$ cat src/rtl/cges_stream_monitor.sv
// cges_stream_monitor: checks the free-running cges count for increment-and-wrap order, flags wraps and
// errors, and queues decimated samples in a valid/ready FIFO. Define CGES_MON_ERRCNT_EN to keep err_count.
module cges_stream_monitor #(
   parameter int CGES     = 13,
   parameter int WRAP_MAX = (1 << (CGES - 2)) - 1,
   parameter int DECIM    = 4,
   parameter int DEPTH    = 8
) (
   input  logic            clk,
   input  logic            reset_n,
   input  logic [CGES-2:0] cges_in,
   input  logic            sample_en,
   output logic [CGES-2:0] m_data,
   output logic            m_valid,
   input  logic            m_ready,
   output logic            wrap_pulse,
   output logic            err_pulse,
   output logic [15:0]     err_count,
   output logic            overflow
);

   localparam int W  = CGES - 1;
   localparam int AW = $clog2(DEPTH);

   localparam logic [W-1:0] WMAX     = W'(WRAP_MAX);
   localparam logic [7:0]   DEC_LAST = 8'(DECIM - 1);
   localparam logic [AW:0]  FULL_CNT = (AW+1)'(DEPTH);
   localparam logic [AW:0]  PTR_ONE  = (AW+1)'(1);

   localparam logic [1:0] S_IDLE  = 2'd0;
   localparam logic [1:0] S_PRIME = 2'd1;
   localparam logic [1:0] S_RUN   = 2'd2;

   logic [1:0] state;
   logic [1:0] state_nxt;

   always_comb begin
      state_nxt = state;
      case (state)
         S_IDLE:  if (sample_en) state_nxt = S_PRIME;
         S_PRIME: state_nxt = sample_en ? S_RUN : S_IDLE;
         S_RUN:   state_nxt = sample_en ? S_RUN : S_IDLE;
         default: state_nxt = S_IDLE;
      endcase
   end

   always_ff @(posedge clk) begin
      if (!reset_n) state <= S_IDLE;
      else          state <= state_nxt;
   end

   // Stage 1: register the input and tag it with what the FSM intends to do with it.
   logic [W-1:0] in_q;
   logic         s1_prime;
   logic         s1_run;

   always_ff @(posedge clk) begin
      if (!reset_n) begin
         in_q     <= '0;
         s1_prime <= 1'b0;
         s1_run   <= 1'b0;
      end else begin
         in_q     <= cges_in;
         s1_prime <= (state == S_PRIME) && sample_en;
         s1_run   <= (state == S_RUN) && sample_en;
      end
   end

   // Stage 2: sequence check against the previous value, then resynchronise to the new one.
   logic [W-1:0] prev;
   logic [W-1:0] exp_val;
   logic         sample_good;
   logic [7:0]   dcnt;
   logic         push_q;
   logic [W-1:0] push_data;

   assign exp_val     = (prev == WMAX) ? '0 : prev + W'(1);
   assign sample_good = (in_q == exp_val) && (in_q <= WMAX);

   always_ff @(posedge clk) begin
      if (!reset_n) begin
         prev       <= '0;
         wrap_pulse <= 1'b0;
         err_pulse  <= 1'b0;
         dcnt       <= '0;
         push_q     <= 1'b0;
         push_data  <= '0;
      end else begin
         wrap_pulse <= s1_run && sample_good && (prev == WMAX);
         err_pulse  <= s1_run && !sample_good;
         push_q     <= s1_run && (dcnt == 8'd0);
         push_data  <= in_q;
         if (s1_prime || s1_run) prev <= in_q;
         if (s1_run)
            dcnt <= (dcnt == DEC_LAST) ? 8'd0 : dcnt + 8'd1;
         else if (state == S_IDLE)
            dcnt <= 8'd0;
      end
   end

`ifdef CGES_MON_ERRCNT_EN
   logic [15:0] err_count_q;

   always_ff @(posedge clk) begin
      if (!reset_n)
         err_count_q <= 16'd0;
      else if (s1_run && !sample_good && (err_count_q != 16'hFFFF))
         err_count_q <= err_count_q + 16'd1;
   end

   assign err_count = err_count_q;
`else
   assign err_count = 16'd0;
`endif

   // Output handshake: a beat transfers on a rising edge where m_valid && m_ready; until then
   // m_valid stays high and m_data holds the same head entry.
   logic [W-1:0] mem [DEPTH];
   logic [AW:0]  wr_ptr;
   logic [AW:0]  rd_ptr;
   logic [AW:0]  occ;
   logic         full;
   logic         pop;
   logic         push_ok;

   assign occ     = wr_ptr - rd_ptr;
   assign full    = (occ == FULL_CNT);
   assign m_valid = (wr_ptr != rd_ptr);
   assign pop     = m_valid && m_ready;
   // A pop frees the slot the same edge, so a push against a full FIFO still lands.
   assign push_ok = push_q && (!full || pop);
   assign m_data  = m_valid ? mem[rd_ptr[AW-1:0]] : '0;

   always_ff @(posedge clk) begin
      if (push_ok) mem[wr_ptr[AW-1:0]] <= push_data;
   end

   always_ff @(posedge clk) begin
      if (!reset_n) begin
         wr_ptr   <= '0;
         rd_ptr   <= '0;
         overflow <= 1'b0;
      end else begin
         if (push_ok)           wr_ptr   <= wr_ptr + PTR_ONE;
         if (pop)               rd_ptr   <= rd_ptr + PTR_ONE;
         if (push_q && !push_ok) overflow <= 1'b1;
      end
   end

endmodule

$ cat config.mk
export PLATFORM = sky130hd
export DESIGN_NAME = cges_stream_monitor
export DESIGN_NICKNAME = d
export VERILOG_FILES = /design/src/rtl/cges_stream_monitor.sv
export SDC_FILE = /design/constraint.sdc
export NUM_CORES = 1
export LEC_CHECK = 0
export CORE_MARGIN = 1
export CORE_UTILIZATION = 41
export CTS_CLUSTER_SIZE = 40
export DETAILED_ROUTE_END_ITERATION = 10
export DONT_BUFFER_PORTS = 1
export GPL_TIMING_DRIVEN = 0
export HOLD_SLACK_MARGIN = 0.06
export SLEW_MARGIN = 20
export SYNTH_ARGS = -nofsm -noshare
export SYNTH_HDL_FRONTEND = slang
export SYNTH_SLANG_ARGS = --single-unit
$ cat constraint.sdc
create_clock -name clk -period 4.3 [get_ports clk]
set_input_delay 0.86 -clock clk [delete_from_list [all_inputs] [get_ports clk]]
set_output_delay 0.86 -clock clk [all_outputs]
set_load 0.01 [all_outputs]
==> Flow_metrics.wiki, run 1 <==
{| class="wikitable"
! Metric !! Value
|-
| Top area cells in the synthesized netlist || sky130_fd_sc_hd__edfxtp_1 (44%), sky130_fd_sc_hd__dfxtp_1 (19%), sky130_fd_sc_hd__mux4_2 (8.6%)
|-
| Result of the run || completed
|-
| Final max-slew violation count || 0
|-
| Total vias in the final route || approximately 3800
|-
| Vias in the first global route || between 3000 and 4000
|-
| Syn Area/Cell || between 10 and 15 µm²
|-
| DR pass1 iterations || 4
|-
| Min-delay worst type || flip-flop to flip-flop
|-
| Fraction of post-synthesis cell area in the top cell type by area || 0.4395
|-
| I/O Buffers || 0
|-
| R2r worst-path depth || 6
|-
| Final setup violation count || 0
|-
| Mapped Area || between 0.006 and 0.007 mm²
|-
| TritonCTS Buffers || 17
|-
| Worst endpoint data arrival time || 2.46 ns
|-
| Setup tns final || 0 ns
|-
| Final worst path period share || 0.7713
|-
| Number of routed nets with antenna violations || 0
|-
| Count of distinct cell types in the synthesized netlist || 52
|-
| Core area || about 0.015 mm²
|-
| Half-perimeter wire length after placement || 8.379 mm
|-
| Antenna cells || 0
|-
| Crit end category || output port
|-
| Post-cts gate resize count || 0
|-
| Synthesized instance count || around 500
|-
| Most heavily used metal layer in global routing || met2
|-
| Slew of the pin with the lowest slew margin || 0.9073 ns
|-
| Wire length after detailed routing || 12.16 mm
|-
| Start of the worst register-to-register path || wr_ptr[1]$_SDFFE_PN0P_
|-
| Count of clock tree sinks || roughly 160
|-
| Met1 Track Usage GR || 0.1964
|-
| Max cap viols || 0
|-
| Count of placed standard cells including taps || just over 700
|-
| Slack of the critical path || between 0.9 and 1 ns
|-
| Setup repair after global routing missed its margin || false
|-
| Crit path time final || 3.317 ns
|-
| Leading cell type by number of instances after synthesis || sky130_fd_sc_hd__edfxtp_1
|-
| CP Max Fanout || 10
|-
| Nature of the critical path startpoint || flip-flop
|-
| Cell Rows || 45
|-
| Number of flops mapped to enable cells by yosys || 96
|-
| Cell types with the highest counts after synthesis || sky130_fd_sc_hd__edfxtp_1 (96), sky130_fd_sc_hd__dfxtp_1 (63), sky130_fd_sc_hd__nor2_1 (38)
|-
| Number of setup buffers added after CTS || 0
|-
| Clock-pin slew of the registers on the worst-case setup and hold paths || ~0.060 ns
|-
| Relative max-transition margin || 0.3951
|-
| Via count normalized by instance count || about 5.0
|-
| Critical path, cell by cell || buf_1 > clkbuf_1 > mux4_2 > mux2i_1 > nor2_1
|-
| Height of the die || ~130 µm
|-
| Horiz. Die Dim || roughly 130 µm
|-
| Worst hold path depth || 2
|-
| Proportion of layout cells with a drive suffix above 1 || 0.1593
|-
| Predominant post-synthesis flop cell || sky130_fd_sc_hd__edfxtp_1
|-
| Endpoint of the most critical setup path || m_data[10]
|-
| Post-Route Skew || between 0.02 and 0.025 ns
|-
| Growth of design area from synthesis to finish || 14.42%
|-
| Average routed wire per standard cell || around 16 µm
|-
| Worst vdd ir || between 400 and 500 µV
|-
| Starting Density || 0.4251
|-
| Post-placement worst setup slack || approximately 1.4 ns
|-
| Net count reported at finish || 560
|-
| Skew-Pair Late Insertion Delay || 0.43 ns
|-
| Cell Pwr Density || approximately 430 mW/mm²
|-
| Final Hold Violating Endpoints || 0
|-
| Floorplan die area || ~0.017 mm²
|-
| Routability Congestion || between 0.8 and 0.9
|-
| Overflow after GRT || 0
|-
| Met2 capacity usage during global routing || 0.2693
|-
| CTS tree || done
|-
| Global routing met3 resource utilization || 0.04906
|-
| Yosys top cell by area || sky130_fd_sc_hd__edfxtp_1
|-
| Number of DRC markers in iteration 0 || between 200 and 250
|-
| Area of combinational cells with multiple inputs || between 0.002 and 0.0025 mm²
|-
| Leakage || ~0.0026 µW
|-
| Number of H-tree branching levels || 4
|-
| CP Data Required Time || ~3.4 ns
|-
| Buffers from clock root to sink, at most || 2
|-
| Number of warnings printed during yosys synthesis || 0
|-
| Critical-path top delay cell || sky130_fd_sc_hd__clkbuf_1
|-
| Maximum number of pins on one net before global-route repair || 17
|-
| PnR Total Power || between 3000 and 4000 µW
|-
| Filler cells || ~1400
|-
| Hold Buf Count CTS || 0
|-
| Initial antenna violation count || 0
|-
| DRC violations left || 0
|-
| Number of register bits inferred by synthesis || approximately 160
|-
| Path type of the worst setup path || flip-flop to output port
|-
| Wire length of the first global-routing pass || roughly 20 mm
|-
| Top achievable clock speed || between 300 and 400 MHz
|-
| Worst reg2reg endpoint || mem[4][6]$_DFFE_PP_
|-
| Final instance count without filler cells || 757
|-
| Worst reg-to-reg setup slack || ~1.6 ns
|-
| Biggest cell delay along the critical path || between 0.6 and 0.7 ns
|-
| GRT Resource Usage Total || 0.1586
|-
| Buffer type at the clock tree root || sky130_fd_sc_hd__clkbuf_16
|-
| Ys async rst share || 0
|-
| Area taken by flip-flops and latches || just over 0.004 mm²
|-
| Sequential cell area fraction in the yosys report || 0.6318
|-
| Number of placed I/O pins || 48
|}
## cell usage in the layout, fill, tap and decap left out, types with 17 or more instances in the layout
cell type and instances:
sky130_fd_sc_hd__mux4_2 25, sky130_fd_sc_hd__nand3_1 18, sky130_fd_sc_hd__nand2_1 37, sky130_fd_sc_hd__inv_1 17, sky130_fd_sc_hd__and2_1 24, sky130_fd_sc_hd__clkbuf_16 18
sky130_fd_sc_hd__a21oi_1 24, sky130_fd_sc_hd__clkbuf_1 19, sky130_fd_sc_hd__dfxtp_1 63, sky130_fd_sc_hd__buf_4 18, sky130_fd_sc_hd__nor2_1 33, sky130_fd_sc_hd__edfxtp_1 96
## where the power goes
part           switching, µW  internal [µW]  total (µW)  leakage (µW)
Sequential              22.3           1630        1650       0.00139
Clock                    568            904        1470      0.000277
Combinational           50.8           39.3        90.1      0.000911
## sequential cells by signal, indices dropped and copies added (netlist names), 2 cells and up, named ones only
register,count
prev,12
in_q,12
wr_ptr,4
push_data,12
state,2
dcnt,8
mem,96
rd_ptr,4
## layer usage
metal / share of wire / vias to the layer above
met5: 0 / -
met4: 0.0040 / 0
met3: 0.035 / 6
met2: 0.49 / 64
met1: 0.47 / 1896
li1: - / 1854
## critical path: cells and delay by family, from the launching register on
| family | cells | cell delay, ns |
|---|---|---|
| AND/OR/NAND/NOR | 1 | 0.12 |
| flip-flops | 1 | 0.31 |
| multiplexers | 2 | 0.67 |
| buffers and inverters | 2 | 0.92 |
## layout make-up
cell class                 instances  share of cell area
clock inverter                     9             0.01450
timing repair buffer               2            0.002001
sequential                       159              0.5522
multi-input combinational        300              0.2973
tap                              211             0.03518
buffer                            36             0.02651
inverter                          17            0.008503
clock buffer                      23             0.06385
## logic make-up (layout without fill, tap and decap cells)
group           Yosys count  count (layout)  synth area share
compound gates           54              54           0.04960
flops                   159             159            0.6318
mux                      38              38            0.1057
fa+ha+maj                11              11           0.02098
xor+xnor                 17              17           0.02499
other cells               1              16         0.0005718
buf+inv                  53              87           0.04006
simple gates            164             164            0.1263
## worst min-delay path by stage
stage	from	end	slack (ns)
2_1_floorplan	prev[11]$_SDFFE_PN0P_	prev[11]$_SDFFE_PN0P_	0.45
4_1_cts	prev[5]$_SDFFE_PN0P_	prev[5]$_SDFFE_PN0P_	0.50
3_3_place_gp	dcnt[7]$_SDFFE_PN0P_	dcnt[7]$_SDFFE_PN0P_	0.47
6_report	in_q[10]$_SDFF_PN0_	prev[10]$_SDFFE_PN0P_	0.49
5_1_grt	in_q[7]$_SDFF_PN0_	prev[7]$_SDFFE_PN0P_	0.52
3_5_place_dp	prev[5]$_SDFFE_PN0P_	prev[5]$_SDFFE_PN0P_	0.49
## per-stage QoR
stage	util	hold WS, ns	instance area (µm²)
floorplan	-	0.4529	6615
global placement	0.4459	0.4704	6879
detailed placement	0.4483	0.4886	6917
CTS	0.4865	0.4963	7505
global route	0.4865	0.5216	7505
finish	0.4865	0.4882	7505
(Power assumes the default switching activity.)
==> run 2, diff against run 1 <==
==> constraint.sdc (replaced) <==
create_clock -name clk -period 3.1 [get_ports clk]
set_input_delay 0.62 -clock clk [delete_from_list [all_inputs] [get_ports clk]]
set_output_delay 0.62 -clock clk [all_outputs]
set_load 0.01 [all_outputs]
==> run 2 against run 1 <==
  * Flip-flop and latch count is the same
  * Clock skew decreased by 0.015 ns
  * Combinational power is 39% higher
  * Power grew 39%
  * Via count up 0.16%
  * Sequential power increased by 39%
  * Routed wire length is 0.12% higher
==> Flow_metrics.wiki, run 2 (synthesized netlist as in run 1, its figures left out) <==
{| class="wikitable"
! Metric !! Value
|-
| TritonCTS Buffers || 17 (unchanged)
|-
| Slew of the pin with the lowest slew margin || 0.8986 ns (-0.008696 ns)
|-
| Nature of the critical path startpoint || flip-flop
|-
| Net count reported at finish || 559 (-0.18%)
|-
| Half-perimeter wire length after placement || 8.379 mm (unchanged)
|-
| Biggest cell delay along the critical path || 0.50 ns (-0.12 ns)
|-
| Number of H-tree branching levels || 4 (unchanged)
|-
| Routability Congestion || 0.8926 (unchanged)
|-
| Crit end category || output port
|-
| I/O Buffers || 0 (unchanged)
|-
| Most common library cell in the layout ignoring fill and taps || sky130_fd_sc_hd__edfxtp_1
|-
| Min-delay worst type || input pin to flip-flop
|-
| Final worst path period share || 0.9200
|-
| Starting Density || 0.4251 (unchanged)
|-
| Wire length after detailed routing || 12.18 mm (+0.12%)
|-
| Cell seen most often among critical-path stages || sky130_fd_sc_hd__nor2_1
|-
| Proportion of layout cells with a drive suffix above 1 || 0.1633 (+0.003962)
|-
| Final Hold Violating Endpoints || 0 (unchanged)
|-
| Buffer type at the clock tree root || sky130_fd_sc_hd__clkbuf_16
|-
| Horiz. Die Dim || 128.5 µm (unchanged)
|-
| Floorplan die area || 0.01651 mm² (unchanged)
|-
| Uppermost layer routed || met4
|-
| Total vias in the final route || 3826 (+0.16%)
|-
| Result of the run || completed
|-
| Crit path time final || between 2 and 3 ns
|-
| CP Max Fanout || 10 (unchanged)
|-
| Max cap viols || 0 (unchanged)
|-
| Final hold slack || 0.3284 ns (-0.1598 ns)
|-
| DRC violations left || 0 (unchanged)
|-
| Initial antenna violation count || 0 (unchanged)
|-
| Worst vdd ir || 563.4 µV (+39%)
|-
| Core area || 0.01543 mm² (unchanged)
|-
| Setup repair after global routing missed its margin || false
|-
| Highest-count cells in the layout ignoring fill and taps || sky130_fd_sc_hd__edfxtp_1 (96), sky130_fd_sc_hd__dfxtp_1 (63), sky130_fd_sc_hd__nand2_1 (37)
|-
| Number of placed I/O pins || 48 (unchanged)
|-
| Final max-slew violation count || 0 (unchanged)
|-
| Path type of the worst setup path || flip-flop to output port
|-
| Skew-Pair Late Insertion Delay || 0.42 ns (about the same)
|-
| GRT Resource Usage Total || 0.1586 (unchanged)
|-
| Leakage || 0.002586 µW (+0.21%)
|-
| Worst endpoint data arrival time || 2.23 ns (-0.23 ns)
|-
| Wire length of the first global-routing pass || 19.56 mm (unchanged)
|-
| Area of all placed cells without fillers || 0.007508 mm² (about the same)
|-
| Count of placed standard cells including taps || 725 (unchanged)
|-
| Number of setup buffers added after CTS || 0 (unchanged)
|-
| Cell Rows || 45 (unchanged)
|-
| Antenna cells || 0 (unchanged)
|-
| Critical-path top delay cell || sky130_fd_sc_hd__clkbuf_1
|-
| Critical path, cell by cell || inv_1 > ha_1 > nand3_1 > nor2_1 > clkbuf_1 > nor2_1
|-
| Crit path max-delay family || buffers and inverters
|-
| Final setup violation count || 0 (unchanged)
|-
| Count of clock tree sinks || 159 (unchanged)
|-
| Via count normalized by instance count || 5.061 (+0.29%)
|-
| Placed cell area || 0.006917 mm² (unchanged)
|-
| Final instance count without filler cells || 756 (-0.13%)
|-
| Filler cells || 1392 (-0.29%)
|-
| Top achievable clock speed || between 300 and 400 MHz
|-
| Average routed wire per standard cell || 16.11 µm (+0.26%)
|-
| Buffers from clock root to sink, at most || 2 (unchanged)
|-
| Vias in the first global route || 3791 (unchanged)
|-
| CTS tree || done
|-
| Post-Route Skew || 0.009156 ns (-0.01537 ns)
|-
| Height of the die || 128.5 µm (unchanged)
|-
| Met2 WL post-DR || 5.977 mm (-0.62%)
|-
| Cell Pwr Density || 593.3 mW/mm² (+39%)
|-
| Growth of design area from synthesis to finish || 14.48% (about the same)
|-
| Maximum number of pins on one net before global-route repair || 17 (unchanged)
|-
| Buf/Inv on CP || 2 (unchanged)
|-
| DR pass1 iterations || 4 (unchanged)
|-
| Number of DRC markers in iteration 0 || 204 (-6.0%)
|-
| Number of routed nets with antenna violations || 0 (unchanged)
|-
| Relative max-transition margin || 0.4009 (+0.005797)
|-
| Overflow after GRT || 0 (unchanged)
|-
| Largest register FFs || 96 (unchanged)
|-
| Clock-pin slew of the registers on the worst-case setup and hold paths || 0.06 ns (about the same)
|-
| CP Data Required Time || 2.48 ns (-0.96 ns)
|-
| Metal3 WL || 535 µm (+27%)
|-
| Metal-1 WL || 5.572 mm (-1.8%)
|}
==> run 2: worst register-to-register path, stage by stage, from the launching register on <==
cell and delay (ns):
sky130_fd_sc_hd__dfxtp_1 0.50, sky130_fd_sc_hd__ha_1 0.31, sky130_fd_sc_hd__nor2b_1 0.14, sky130_fd_sc_hd__o211ai_1 0.17
sky130_fd_sc_hd__a211o_1 0.26, sky130_fd_sc_hd__nand3_1 0.26, sky130_fd_sc_hd__nor2_2 0.70
==> run 2: layer usage <==
metal,global-route usage,vias up
li1,-,1849
met1,0.1964,1904
met2,0.2693,67
met3,0.04906,6
met4,0.04152,0
met5,0,-
==> run 2: worst paths after layout <==
| check | from | endpoint | slack (ns) | cells past startpoint |
|---|---|---|---|---|
| hold reg to reg | dcnt[7]$_SDFFE_PN0P_ | dcnt[7]$_SDFFE_PN0P_ | 0.49 | 2 |
| setup / recovery | wr_ptr[0]$_SDFFE_PN0P_ | m_data[6] | 0.25 | 6 |
| setup reg to reg | wr_ptr[1]$_SDFFE_PN0P_ | mem[4][1]$_DFFE_PP_ | 0.38 | 6 |
| hold / removal | cges_in[1] | in_q[1]$_SDFF_PN0_ | 0.33 | 1 |
==> run 2: final cells by class <==
class,instances,area (µm²),share of cell area
clock buffers,23,479.2,0.06382
plain buffers,35,202.7,0.02700
inverters,17,63.81,0.008499
repair buffers,2,15.01,0.002000
clock inverters,9,108.9,0.01450
flip-flops and latches,159,4144,0.5519
well taps,211,264.0,0.03516
multi-input cells,300,2231,0.2971
==> run 2: power breakdown <==
group / internal, µW / switching (µW)
sequential: 2250 / 31.5
combinational: 54.7 / 69.9
clock: 1250 / 789
total: 3560 / 891
==> run 2: what timing repair did <==
action                     4_1_cts  5_1_grt
hold buffers                     0        0
gates resized for setup          2        4
pin swaps                        0        0
setup endpoints to repair        2        3
==> run 2: metrics by stage <==
step | setup slack [ns] | utilization | total power, µW | TNS [ns]
floorplan | 0.4623 | - | 2422 | 0
global placement | -0.4244 | 0.4459 | 2453 | -9.270
detailed placement | 0.3231 | 0.4483 | 2458 | 0
CTS | 0.001782 | 0.4868 | 4491 | 0
global route | 0.06060 | 0.4867 | 4604 | 0
finish | 0.2480 | 0.4867 | 4455 | 0
